**src/rtl/suma_pkg.sv**
```systemverilog
// ============================================================================
// Module      : suma_pkg
// Description : Shared binary32 format constants and helpers for the
//               suma_de_longitudes floating-point adder.
// Revision    : 1.0 - initial release
// ============================================================================
`default_nettype none

package suma_pkg;

    localparam int EXP_W   = 8;
    localparam int FRAC_W  = 23;
    localparam int BIAS    = 127;
    localparam int LATENCY = 3;
    localparam logic [31:0] QNAN = 32'h7FC0_0000;

    // Significand with hidden bit, then guard/round/sticky, then carry
    localparam int MANT_W = FRAC_W + 1;
    localparam int EXT_W  = MANT_W + 3;
    localparam int SUM_W  = EXT_W + 1;
    localparam int LZC_W  = 5;

    typedef struct packed {
        logic              sign;
        logic [EXP_W-1:0]  exp;
        logic [FRAC_W-1:0] frac;
    } fp32_t;

    function automatic logic fp_is_nan(input fp32_t x);
        return (x.exp == '1) && (x.frac != '0);
    endfunction

    function automatic logic fp_is_inf(input fp32_t x);
        return (x.exp == '1) && (x.frac == '0);
    endfunction

endpackage

`default_nettype wire

```
**src/rtl/suma_normalizer.sv**
```systemverilog
// ============================================================================
// Module      : suma_normalizer
// Description : Leading-zero count and left normalizing shift of the raw sum.
// Revision    : 1.0 - initial release
// ============================================================================
`default_nettype none

module suma_normalizer
    import suma_pkg::*;
(
    input  logic [SUM_W-1:0] i_sum,
    output logic [LZC_W-1:0] o_lzc,
    output logic [SUM_W-1:0] o_norm
);

    // Ascending scan: the highest set bit is the last one to write o_lzc
    always_comb begin
        o_lzc = LZC_W'(SUM_W);
        for (int i = 0; i < SUM_W; i++) begin
            if (i_sum[i]) begin
                o_lzc = LZC_W'(SUM_W - 1 - i);
            end
        end
    end

    assign o_norm = i_sum << o_lzc;

endmodule

`default_nettype wire

```
**src/rtl/suma_de_longitudes.sv**
```systemverilog
// ============================================================================
// Module      : suma_de_longitudes
// Description : 3-stage AXI-Stream binary32 adder (align, add, normalize/round),
//               RNE rounding, subnormals flushed to zero.
//               Define SUMA_DE_LONGITUDES_FLAGS_EN to add m_axis_result_tuser
//               = {invalid, overflow, underflow}.
// Revision    : 1.0 - initial release
// ============================================================================
`default_nettype none

module suma_de_longitudes (
    input  logic        aclk,
    input  logic        areset,
    input  logic        s_axis_a_tvalid,
    output logic        s_axis_a_tready,
    input  logic [31:0] s_axis_a_tdata,
    input  logic        s_axis_b_tvalid,
    output logic        s_axis_b_tready,
    input  logic [31:0] s_axis_b_tdata,
    output logic        m_axis_result_tvalid,
    input  logic        m_axis_result_tready,
    output logic [31:0] m_axis_result_tdata
`ifdef SUMA_DE_LONGITUDES_FLAGS_EN
    ,
    output logic [2:0]  m_axis_result_tuser
`endif
);

    import suma_pkg::*;

    logic r_out_valid;
    logic [31:0] r_out_data;
    logic w_stall, w_ready;

    assign w_stall = r_out_valid & ~m_axis_result_tready;
    assign w_ready = s_axis_a_tvalid & s_axis_b_tvalid & ~w_stall & ~areset;

    assign s_axis_a_tready      = w_ready;
    assign s_axis_b_tready      = w_ready;
    assign m_axis_result_tvalid = r_out_valid;
    assign m_axis_result_tdata  = r_out_data;

    // ---------------- Stage 1: classify, order by magnitude, align ----------
    fp32_t w_a, w_b;
    logic w_a_zero, w_b_zero, w_swap;
    logic [30:0] w_a_mag, w_b_mag;
    logic [MANT_W-1:0] w_a_mant, w_b_mant, w_big_mant, w_small_mant;
    logic [EXP_W-1:0] w_big_exp, w_small_exp, w_diff;
    logic [49:0] w_shift_ext;
    logic [EXT_W-1:0] w_small_al;
    logic w_special;
    logic [31:0] w_spec_res;

    assign w_a = s_axis_a_tdata;
    assign w_b = s_axis_b_tdata;
    assign w_a_zero = (w_a.exp == '0);
    assign w_b_zero = (w_b.exp == '0);
    assign w_a_mag  = w_a_zero ? '0 : {w_a.exp, w_a.frac};
    assign w_b_mag  = w_b_zero ? '0 : {w_b.exp, w_b.frac};
    assign w_a_mant = w_a_zero ? '0 : {1'b1, w_a.frac};
    assign w_b_mant = w_b_zero ? '0 : {1'b1, w_b.frac};
    assign w_swap   = (w_b_mag > w_a_mag);

    assign w_big_mant   = w_swap ? w_b_mant : w_a_mant;
    assign w_small_mant = w_swap ? w_a_mant : w_b_mant;
    assign w_big_exp    = w_swap ? w_b.exp  : w_a.exp;
    assign w_small_exp  = w_swap ? w_a.exp  : w_b.exp;
    assign w_diff       = w_big_exp - w_small_exp;

    // Bits shifted past the round position collapse into the sticky LSB
    assign w_shift_ext = {w_small_mant, 26'b0} >> w_diff;
    assign w_small_al  = (w_diff > 8'd26) ? {26'b0, |w_small_mant}
                                          : {w_shift_ext[49:24], |w_shift_ext[23:0]};

    always_comb begin
        w_special  = 1'b1;
        w_spec_res = '0;
        if (fp_is_nan(w_a) || fp_is_nan(w_b)) begin
            w_spec_res = QNAN;
        end else if (fp_is_inf(w_a) && fp_is_inf(w_b)) begin
            w_spec_res = (w_a.sign != w_b.sign) ? QNAN : {w_a.sign, 8'hFF, 23'h0};
        end else if (fp_is_inf(w_a)) begin
            w_spec_res = {w_a.sign, 8'hFF, 23'h0};
        end else if (fp_is_inf(w_b)) begin
            w_spec_res = {w_b.sign, 8'hFF, 23'h0};
        end else if (w_a_zero && w_b_zero) begin
            w_spec_res = {w_a.sign & w_b.sign, 31'h0};
        end else begin
            w_special = 1'b0;
        end
    end

    logic r_s1_valid, r_s1_special, r_s1_sign, r_s1_sub;
    logic [31:0] r_s1_spec_res;
    logic [EXP_W-1:0] r_s1_exp;
    logic [EXT_W-1:0] r_s1_big, r_s1_small;

    always_ff @(posedge aclk) begin
        if (areset) begin
            r_s1_valid <= 1'b0;
        end else if (!w_stall) begin
            r_s1_valid <= w_ready;
        end
    end

    always_ff @(posedge aclk) begin
        if (!w_stall) begin
            r_s1_special  <= w_special;
            r_s1_spec_res <= w_spec_res;
            r_s1_sign     <= w_swap ? w_b.sign : w_a.sign;
            r_s1_sub      <= w_a.sign ^ w_b.sign;
            r_s1_exp      <= w_big_exp;
            r_s1_big      <= {w_big_mant, 3'b000};
            r_s1_small    <= w_small_al;
        end
    end

    // ---------------- Stage 2: magnitude add/subtract ----------------------
    logic [SUM_W-1:0] w_sum;
    assign w_sum = r_s1_sub ? ({1'b0, r_s1_big} - {1'b0, r_s1_small})
                            : ({1'b0, r_s1_big} + {1'b0, r_s1_small});

    logic r_s2_valid, r_s2_special, r_s2_sign;
    logic [31:0] r_s2_spec_res;
    logic [EXP_W-1:0] r_s2_exp;
    logic [SUM_W-1:0] r_s2_sum;

    always_ff @(posedge aclk) begin
        if (areset) begin
            r_s2_valid <= 1'b0;
        end else if (!w_stall) begin
            r_s2_valid <= r_s1_valid;
        end
    end

    always_ff @(posedge aclk) begin
        if (!w_stall) begin
            r_s2_special  <= r_s1_special;
            r_s2_spec_res <= r_s1_spec_res;
            r_s2_sign     <= r_s1_sign;
            r_s2_exp      <= r_s1_exp;
            r_s2_sum      <= w_sum;
        end
    end

    // ---------------- Stage 3: normalize, round, pack ----------------------
    logic [LZC_W-1:0] w_lzc;
    logic [SUM_W-1:0] w_norm;

    suma_normalizer u_normalizer (
        .i_sum  (r_s2_sum),
        .o_lzc  (w_lzc),
        .o_norm (w_norm)
    );

    logic w_round_up, w_zero_sum, w_ovf, w_unf;
    logic [MANT_W:0] w_mant_r;
    logic signed [9:0] w_exp_pre, w_exp_fin;
    logic [FRAC_W-1:0] w_frac_fin;
    logic [31:0] w_res;

    // Leading one of an unshifted sum sits one bit below the carry position
    assign w_exp_pre  = $signed({2'b00, r_s2_exp}) + 10'sd1 - $signed({5'b00000, w_lzc});
    assign w_round_up = w_norm[3] & ((|w_norm[2:0]) | w_norm[4]);
    assign w_mant_r   = {1'b0, w_norm[27:4]} + {{MANT_W{1'b0}}, w_round_up};
    assign w_exp_fin  = w_exp_pre + (w_mant_r[MANT_W] ? 10'sd1 : 10'sd0);
    assign w_frac_fin = w_mant_r[MANT_W] ? w_mant_r[23:1] : w_mant_r[22:0];
    assign w_zero_sum = (r_s2_sum == '0);
    assign w_ovf      = ~r_s2_special & ~w_zero_sum & (w_exp_fin >= 10'sd255);
    assign w_unf      = ~r_s2_special & ~w_zero_sum & (w_exp_fin <= 10'sd0);

    always_comb begin
        w_res = {r_s2_sign, w_exp_fin[7:0], w_frac_fin};
        if (r_s2_special) begin
            w_res = r_s2_spec_res;
        end else if (w_zero_sum) begin
            w_res = 32'h0000_0000;
        end else if (w_ovf) begin
            w_res = {r_s2_sign, 8'hFF, 23'h0};
        end else if (w_unf) begin
            w_res = {r_s2_sign, 31'h0};
        end
    end

    always_ff @(posedge aclk) begin
        if (areset) begin
            r_out_valid <= 1'b0;
            r_out_data  <= '0;
        end else if (!w_stall) begin
            r_out_valid <= r_s2_valid;
            r_out_data  <= w_res;
        end
    end

`ifdef SUMA_DE_LONGITUDES_FLAGS_EN
    logic w_invalid;
    logic [2:0] r_out_flags;

    assign w_invalid = r_s2_special & (r_s2_spec_res == QNAN);

    always_ff @(posedge aclk) begin
        if (areset) begin
            r_out_flags <= '0;
        end else if (!w_stall) begin
            r_out_flags <= {w_invalid, w_ovf, w_unf};
        end
    end

    assign m_axis_result_tuser = r_out_flags;
`endif

endmodule

`default_nettype wire

```
**config.mk**
```make
export PLATFORM = sky130hd
export DESIGN_NAME = suma_de_longitudes
export DESIGN_NICKNAME = d
export VERILOG_FILES = /design/src/rtl/suma_pkg.sv /design/src/rtl/suma_normalizer.sv /design/src/rtl/suma_de_longitudes.sv
export SDC_FILE = /design/constraint.sdc
export NUM_CORES = 1
export LEC_CHECK = 0
export BUFFER_PORTS_ARGS = -buffer_cell sky130_fd_sc_hd__buf_2
export CAP_MARGIN = 20
export CORE_ASPECT_RATIO = 0.9
export CORE_MARGIN = 5
export CORE_UTILIZATION = 60
export DETAILED_ROUTE_END_ITERATION = 8
export GPL_ROUTABILITY_DRIVEN = 0
export GPL_TIMING_DRIVEN = 0
export HOLD_SLACK_MARGIN = 0.06
export PLACE_DENSITY = 0.79
export SETUP_SLACK_MARGIN = 0.4
export SLEW_MARGIN = 20
export SYNTH_ARGS = -nofsm -noshare
export SYNTH_HDL_FRONTEND = slang
export SYNTH_SLANG_ARGS = --single-unit
```
**constraint.sdc**
```tcl
create_clock -name aclk -period 7.4 [get_ports aclk]
set_input_delay 0.37 -clock aclk [delete_from_list [all_inputs] [get_ports aclk]]
set_output_delay 0.37 -clock aclk [all_outputs]
set_load 0.01 [all_outputs]
```
Word level (Yosys, flattened, before mapping):

Cells that the tools add are included.

* equality and inequality tests: 3
* magnitude comparators: 4
* shift-type cells: 2
* reduce and logical (&&, ||, !) cells: 18
* bitwise gates (word level): 16
* muxes and demuxes: 51
* add/sub/neg operators: 7

Operator list (number)
* 32-bit 2-to-1 mux: 7
* 31-bit 2-to-1 mux: 4
* 24-bit 2-to-1 mux: 4
* 5-bit 2-to-1 mux: 16
* 50-bit by 8-bit right shift with 50-bit output: 1
* 24-bit OR reduction: 2
* 23-bit logical NOT: 2
* 23-bit nonzero test: 2
* 4-bit 2-to-1 mux: 8
* 31-bit > comparator: 1
* 27-bit by 27-bit adder with 28-bit output: 1
* 28-bit logical NOT: 1
* 28-bit 2-to-1 mux: 1
* 28-bit by 5-bit << shifter with 28-bit output: 1
* 27-bit by 27-bit subtractor with 28-bit output: 1
* 24-bit by 1-bit adder with 25-bit output: 1
* 23-bit 2-to-1 mux: 1
* 8-bit equality test (second input constant): 2
* 8-bit logical NOT: 2
* 8-bit 2-to-1 mux: 2
* 3-bit 2-to-1 mux: 4
* 10-bit by 2-bit adder with 10-bit output: 1
* 10-bit by 9-bit >= comparator with 1-bit output (second input constant): 1
* 10-bit by 1-bit <= comparator with 1-bit output (second input constant): 1
* 14 further kinds: 34

* input bits: 69
* logic and storage cells: 118
* register bits: 199
* output and inout port bits: 35

Longest topological paths before layout:

* word-level depth: 41
* mapped depth: 36
* mapped depth without buffers: 33

By module:

A second synthesis with hierarchy kept.

* cells, all modules: 1724
* area total of the unflattened synthesis: 13998.4 µm²

Modules (own cells, without submodules)
* suma_de_longitudes: cells an instance 1436, seq. area each 3883.7 µm², area an instance 12087.8 µm², instances 1
* suma_normalizer: cells an instance 288, seq. area each 0.0 µm², area an instance 1910.6 µm², instances 1

Worst setup path after synthesis:

OpenSTA, ideal clock, no wires.

* path kind: input to register
* start: input port s_axis_a_tdata[27]
* end: register r_s1_small[0] (data pin)
* data required time: 7.133 ns
* stages: 27
* arrival time: 6.334 ns
* path slack: 0.799 ns
* cells stage by stage: clkbuf_1 > nor2_1 > nand3_1 > clkbuf_1 > buf_1 > clkbuf_1 > nand2_1 > ha_1 > nand4_1 > nor4_4 > a22oi_1 > a31oi_4 > buf_2 > buf_1 > clkbuf_1 > a21oi_1 > ha_1 > nand3b_4 > xor2_4 > buf_6 > mux2i_1 > mux2_2 > or2_0 > o41a_1 > o311a_1 > nor4_1 > mux2i_1

* cells in the longest elaborated chain, start to end: 8
* elaborated cells on any way between the ends: 13
* classes of those cells: add/sub (1); order compare (2); shift (1); mux (6); reduce/logical (3)

RTL lines
* start, declared: line suma_de_longitudes.sv:16 `input logic [31:0] s_axis_a_tdata,`
* 8-bit logical NOT: line suma_de_longitudes.sv:56 `assign w_a_zero = (w_a.exp == '0);`
* 31-bit 2-to-1 mux: line suma_de_longitudes.sv:58 `assign w_a_mag = w_a_zero ? '0 : {w_a.exp, w_a.frac};`
* 31-bit > comparator: line suma_de_longitudes.sv:62 `assign w_swap = (w_b_mag > w_a_mag);`
* 8-bit 2-to-1 mux, on equally long branches: line suma_de_longitudes.sv:66, suma_de_longitudes.sv:67
* 8-bit subtractor: line suma_de_longitudes.sv:68 `assign w_diff = w_big_exp - w_small_exp;`
* 50-bit by 8-bit right shift with 50-bit output: line suma_de_longitudes.sv:71 `assign w_shift_ext = {w_small_mant, 26'b0} >> w_diff;`
* 24-bit OR reduction: line suma_de_longitudes.sv:73 `: {w_shift_ext[49:24], |w_shift_ext[23:0]};`
* 1-bit 2-to-1 mux *: line suma_de_longitudes.sv:72 `assign w_small_al = (w_diff > 8'd26) ? {26'b0, |w_small_mant}`
* named net w_small_al[0]: line suma_de_longitudes.sv:50 `logic [EXT_W-1:0] w_small_al;`
* end signal, assigned: line suma_de_longitudes.sv:114 `r_s1_small <= w_small_al;`
* end, declared: line suma_de_longitudes.sv:96 `logic [EXT_W-1:0] r_s1_big, r_s1_small;`

Mark *: on every way through the listed nets, which the timed path passes. The rest lies on a longest branch.
A chain may end at the register's enable or synchronous reset.

Worst setup path in the final report:

* start: register r_s2_sum[2]
* end: register r_out_data[22], in the netlist m_axis_result_tdata[22]

* cells in the longest elaborated chain, start to end: 39
* elaborated cells on any way between the ends: 46
* classes of those cells: add/sub (3); order compare (2); shift (1); mux (32); bitwise (6); reduce/logical (2)

RTL lines
* start, declared: line suma_de_longitudes.sv:126 `logic [SUM_W-1:0] r_s2_sum;`
* start signal, assigned: line suma_de_longitudes.sv:142 `r_s2_sum <= w_sum;`
* 3-bit 2-to-1 mux (2 in series): line suma_normalizer.sv:20 `if (i_sum[i]) begin`
* 4-bit 2-to-1 mux (8 in series): line suma_normalizer.sv:20
* 5-bit 2-to-1 mux (16 in series): line suma_normalizer.sv:20
* 28-bit by 5-bit << shifter with 28-bit output: line suma_normalizer.sv:26 `assign o_norm = i_sum << o_lzc;`
* 3-bit OR reduction: line suma_de_longitudes.sv:164 `assign w_round_up = w_norm[3] & ((|w_norm[2:0]) | w_norm[4]);`
* 1-bit OR: line suma_de_longitudes.sv:164
* 1-bit AND: line suma_de_longitudes.sv:164
* 24-bit by 1-bit adder with 25-bit output: line suma_de_longitudes.sv:165 `assign w_mant_r = {1'b0, w_norm[27:4]} + {{MANT_W{1'b0}}, w_round_up};`
* 1-bit 2-to-1 mux: line suma_de_longitudes.sv:166 `assign w_exp_fin = w_exp_pre + (w_mant_r[MANT_W] ? 10'sd1 : 10'sd0);`
* 10-bit by 2-bit adder with 10-bit output: line suma_de_longitudes.sv:166
* 10-bit by 1-bit <= comparator with 1-bit output: line suma_de_longitudes.sv:170 `assign w_unf = ~r_s2_special & ~w_zero_sum & (w_exp_fin <= 10'sd0);`
* 1-bit AND: line suma_de_longitudes.sv:170
* 31-bit 2-to-1 mux: line suma_de_longitudes.sv:180 `end else if (w_unf) begin`
* 31-bit 2-to-1 mux: line suma_de_longitudes.sv:178 `end else if (w_ovf) begin`
* 32-bit 2-to-1 mux *: line suma_de_longitudes.sv:176 `end else if (w_zero_sum) begin`
* 32-bit 2-to-1 mux *: line suma_de_longitudes.sv:174 `if (r_s2_special) begin`
* end signal, assigned: line suma_de_longitudes.sv:191 `r_out_data <= w_res;`
* end, declared: line suma_de_longitudes.sv:32 `logic [31:0] r_out_data;`

Every way passes the cells marked *; elsewhere a longest branch is shown, timed or not.

==> flow_summary.yaml <==
run_status:
  status: "finished, violations left"
  violations: "design-rule violations"
synth:
  syn_area_per_cell_um2: 8.099
  synth_edf_count: 106
  async_flop_share: 0
  netlist_instances: 1805
  synth_common_cells: "214 x nand2_1, 163 x nor2_1, 128 x a21oi_1"
  yosysTopAreaCell: "edfxtp_1"
  netlist-cell-type-count: 113
  synth-seq-cells: 141
  seq_area_frac_synth: 0.2657
  yosysWarnings: 0
  synth_flop_cell: "edfxtp_1"
  syn_area_um2: 14620
  synth_top_area_frac: 0.2177
  synthesis.nets: 1973
  yosys-top-cells-area: "edfxtp_1 22%, ha_1 8.2%, nand2_1 5.5%, mux2i_1 5.1%, dfxtp_1 4.8%"
  synth_most_common_cell: "nand2_1"
clocking:
  cts_buffers: 17
  insertion_delay_ns: 0.44
  htreeDepth: 4
  tritoncts: "yes"
  cts_root_buf: "clkbuf_16"
  clk_pin_slew_ns: 0.07
  cts_max_path_buffers: 2
  ctsHoldBuffers: 0
  cts.sinks: 141
setup_path:
  crit_required_ns: 7.77
  path_max_fanout: 10
  crit_path_start_kind: "register"
  path_buf_inv: 5
  crit_family: "compound AO/OA/AOI/OAI gates"
  slowest_stage: "or4_1"
  r2r_end: "m_axis_result_tdata[22]"
  reg2reg_slack_ns: 0.03
  worstRegToRegCells: 32
  slowest_delay_ns: 0.53
  end_kind: "register"
  cp_common_cell: "a21oi_2"
  r2r_start: "r_s2_sum[2]"
  crit_type: "reg -> reg"
  cp.arrival_ns: 7.74
floorplan:
  die_w_um: 174.5
  ios: 104
  rows: 54
  start_util: 0.6061
  core-area_um2: 24120
  die_h_um: 158.1
  die_area_um2: 27590
power:
  internal_power_mw: 2.855
  peakVddDrop_mv: 0.1958
  p_sw_mw: 2.579
  leakage_nw: 7.271
  p_clk_frac: 0.161
  switching_share: 0.4746
  power_mw: 5.434
  power_frac_comb: 0.615
  power.density_nw_per_um2: 318.8
  seqPwrFrac: 0.223
detailed_routing:
  wl_um: 49130
  postRouteAntennaNets: 0
  wl_per_cell_um: 21.30
  dr.pass1.iters: 9
  drc: 4
  drt_iter0_drc: 2398
  vias_per_cell: 6.817
  vias: 15720
cells_and_area:
  syn_to_final_growth_pct: 16.58
  fillers: 1829
  final_cell_area_um2: 17040
  fin_nets: 2153
  fin_cells: 2306
  drive_gt1_frac: 0.1947
  antenna_cells: 0
place:
  io_buffers: 95
  place_inst: 2210
  place_area_um2: 15530
  dp_hpwl_um: 35630
sta:
  rsz0062_at_grt: "true"
  fin_skew_ns: 0.01485
  timing.hold.ws_ns: 0.2174
  drv_slew: 0
  max_slew.worst_pin.slew_ns: 1.217
  setup_violations: 0
  slew-limit-headroom: 0.1860
  max_freq_mhz: 135.7
  hold_viol_final: 0
  period_needed_ns: 7.368
  fin_crit_sh: 0.9957
global_route:
  grt_pass1_vias: 14450
  grt_usage: 0.3246
  grt_pass1_wl_um: 73460
  antenna_found_initial: 0
  gr-total-overflow: 0
  grt_max_degree: 52
worst_hold_path:
  hold_path.startpoint: "s_axis_b_tvalid"
  hold-path-cell-count: 3
  hold_path_class: "in -> reg"
  min_to: "r_s1_valid"
flow_run:
  cap_violations: 0
## metal layers
| layer | vias up | global-route usage | wire length [µm] |
|---|---|---|---|
| li1 | 6999 | - | - |
| met2 | 1294 | 0.5116 | 21350 |
| met1 | 7108 | 0.4290 | 18670 |
| met5 | - | 0 | 0 |
| met3 | 318 | 0.06972 | 5969 |
| met4 | 0 | 0.1571 | 3134 |
## worst max-delay path by stage
stage          cells after the start                 endpoint          startpoint
4_1_cts                           28            r_s1_small[0]  s_axis_b_tdata[24]
6_report                          32  m_axis_result_tdata[22]         r_s2_sum[2]
2_1_floorplan                     27            r_s1_small[0]  s_axis_a_tdata[27]
3_5_place_dp                      28            r_s1_small[0]  s_axis_a_tdata[28]
3_3_place_gp                      28            r_s1_small[0]  s_axis_a_tdata[28]
5_1_grt                           34  m_axis_result_tdata[22]         r_s2_sum[0]
## registers in the layout, summed over array words and instances (netlist names)
register	flops
r_s2_sign	1
r_s1_exp	8
r_s2_sum	28
r_s2_exp	8
r_s1_sign	1
r_s2_special	1
r_s2_spec_res	3
r_s1_spec_res	3
m_axis_result_tdata	32
r_s2_valid	1
m_axis_result_tvalid	1
r_s1_big	24
r_s1_valid	1
r_s1_special	1
r_s1_sub	1
r_s1_small	27
## worst min-delay path: cells and delay by family
kind / cells / cell delay (ns)
AND/OR/NAND/NOR: 1 / 0.08
buffers and inverters: 1 / 0.10
AO/OA/AOI/OAI: 1 / 0.06
## power by group through the flow
stage | logic (mW) | clock network [mW] | registers, mW
after floorplan | 1.99 | 0 | 1.20
after global placement | 2.63 | 0 | 1.23
after detailed placement | 2.69 | 0 | 1.23
after CTS | 2.81 | 0.879 | 1.21
after global routing | 3.52 | 0.917 | 1.23
final | 3.34 | 0.877 | 1.21
## stage by stage
step	util	TNS [ns]	setup slack, ns
finish	0.7066	0	0.03150
global route	0.7066	-0.8796	-0.1403
CTS	0.6784	0	0.3737
detailed placement	0.6439	-26.21	-1.446
global placement	0.6418	-20.72	-1.371
floorplan	-	0	0.7990
## kinds of logic (layout without fill, tap and decap cells)
group	count (synthesis)	count (layout)	share of synthesized area
adder cells (fa/ha/maj)	99	99	0.08627
AND/OR/NAND/NOR	673	673	0.2288
XOR/XNOR	64	64	0.03963
AO/OA/AOI/OAI	502	502	0.2329
flip-flops	141	141	0.2657
buffers and inverters	227	420	0.06539
multiplexers	99	99	0.08139
## placed cells by master, fill, tap and decap left out, types with 9 or more instances in the layout
cell,count
nand4_1,15
buf_4,68
a211oi_1,18
clkbuf_2,12
clkbuf_16,17
edfxtp_1,106
o21ai_0,110
o22ai_1,9
nor2b_1,13
o21bai_1,12
a31oi_1,19
nor2_1,158
clkbuf_1,52
dfxtp_1,35
nor4_1,18
mux2i_1,70
o21a_1,15
a22oi_1,12
mux2_2,9
xnor2_1,46
o31ai_1,10
or3_1,11
a21boi_0,9
inv_1,111
nand2_1,211
o211ai_1,29
nor3_1,48
and3_1,19
nand3_1,73
a21o_1,10
nand2b_1,14
xor2_1,17
and2_1,16
ha_1,94
a21oi_1,119
mux4_2,12
buf_6,12
buf_2,116
## cell type report
cell class / instances / area (µm²) / share of cell area
multi-input cells: 1437 / 10140 / 0.5949
flip-flops and latches: 141 / 3884 / 0.2279
repair buffers: 161 / 1003 / 0.05888
plain buffers: 111 / 593.1 / 0.03480
inverters: 116 / 440.4 / 0.02584
clock buffers: 17 / 425.4 / 0.02496
well taps: 308 / 385.4 / 0.02261
clock inverters: 15 / 172.7 / 0.01013
## timing repair
item                                    4_1_cts  5_1_grt
endpoints found under the setup margin       58       58
pin swaps                                     9       41
setup buffers                                13       51
resized for setup                            34       91
Note: power is estimated with default switching activity, not from simulation.
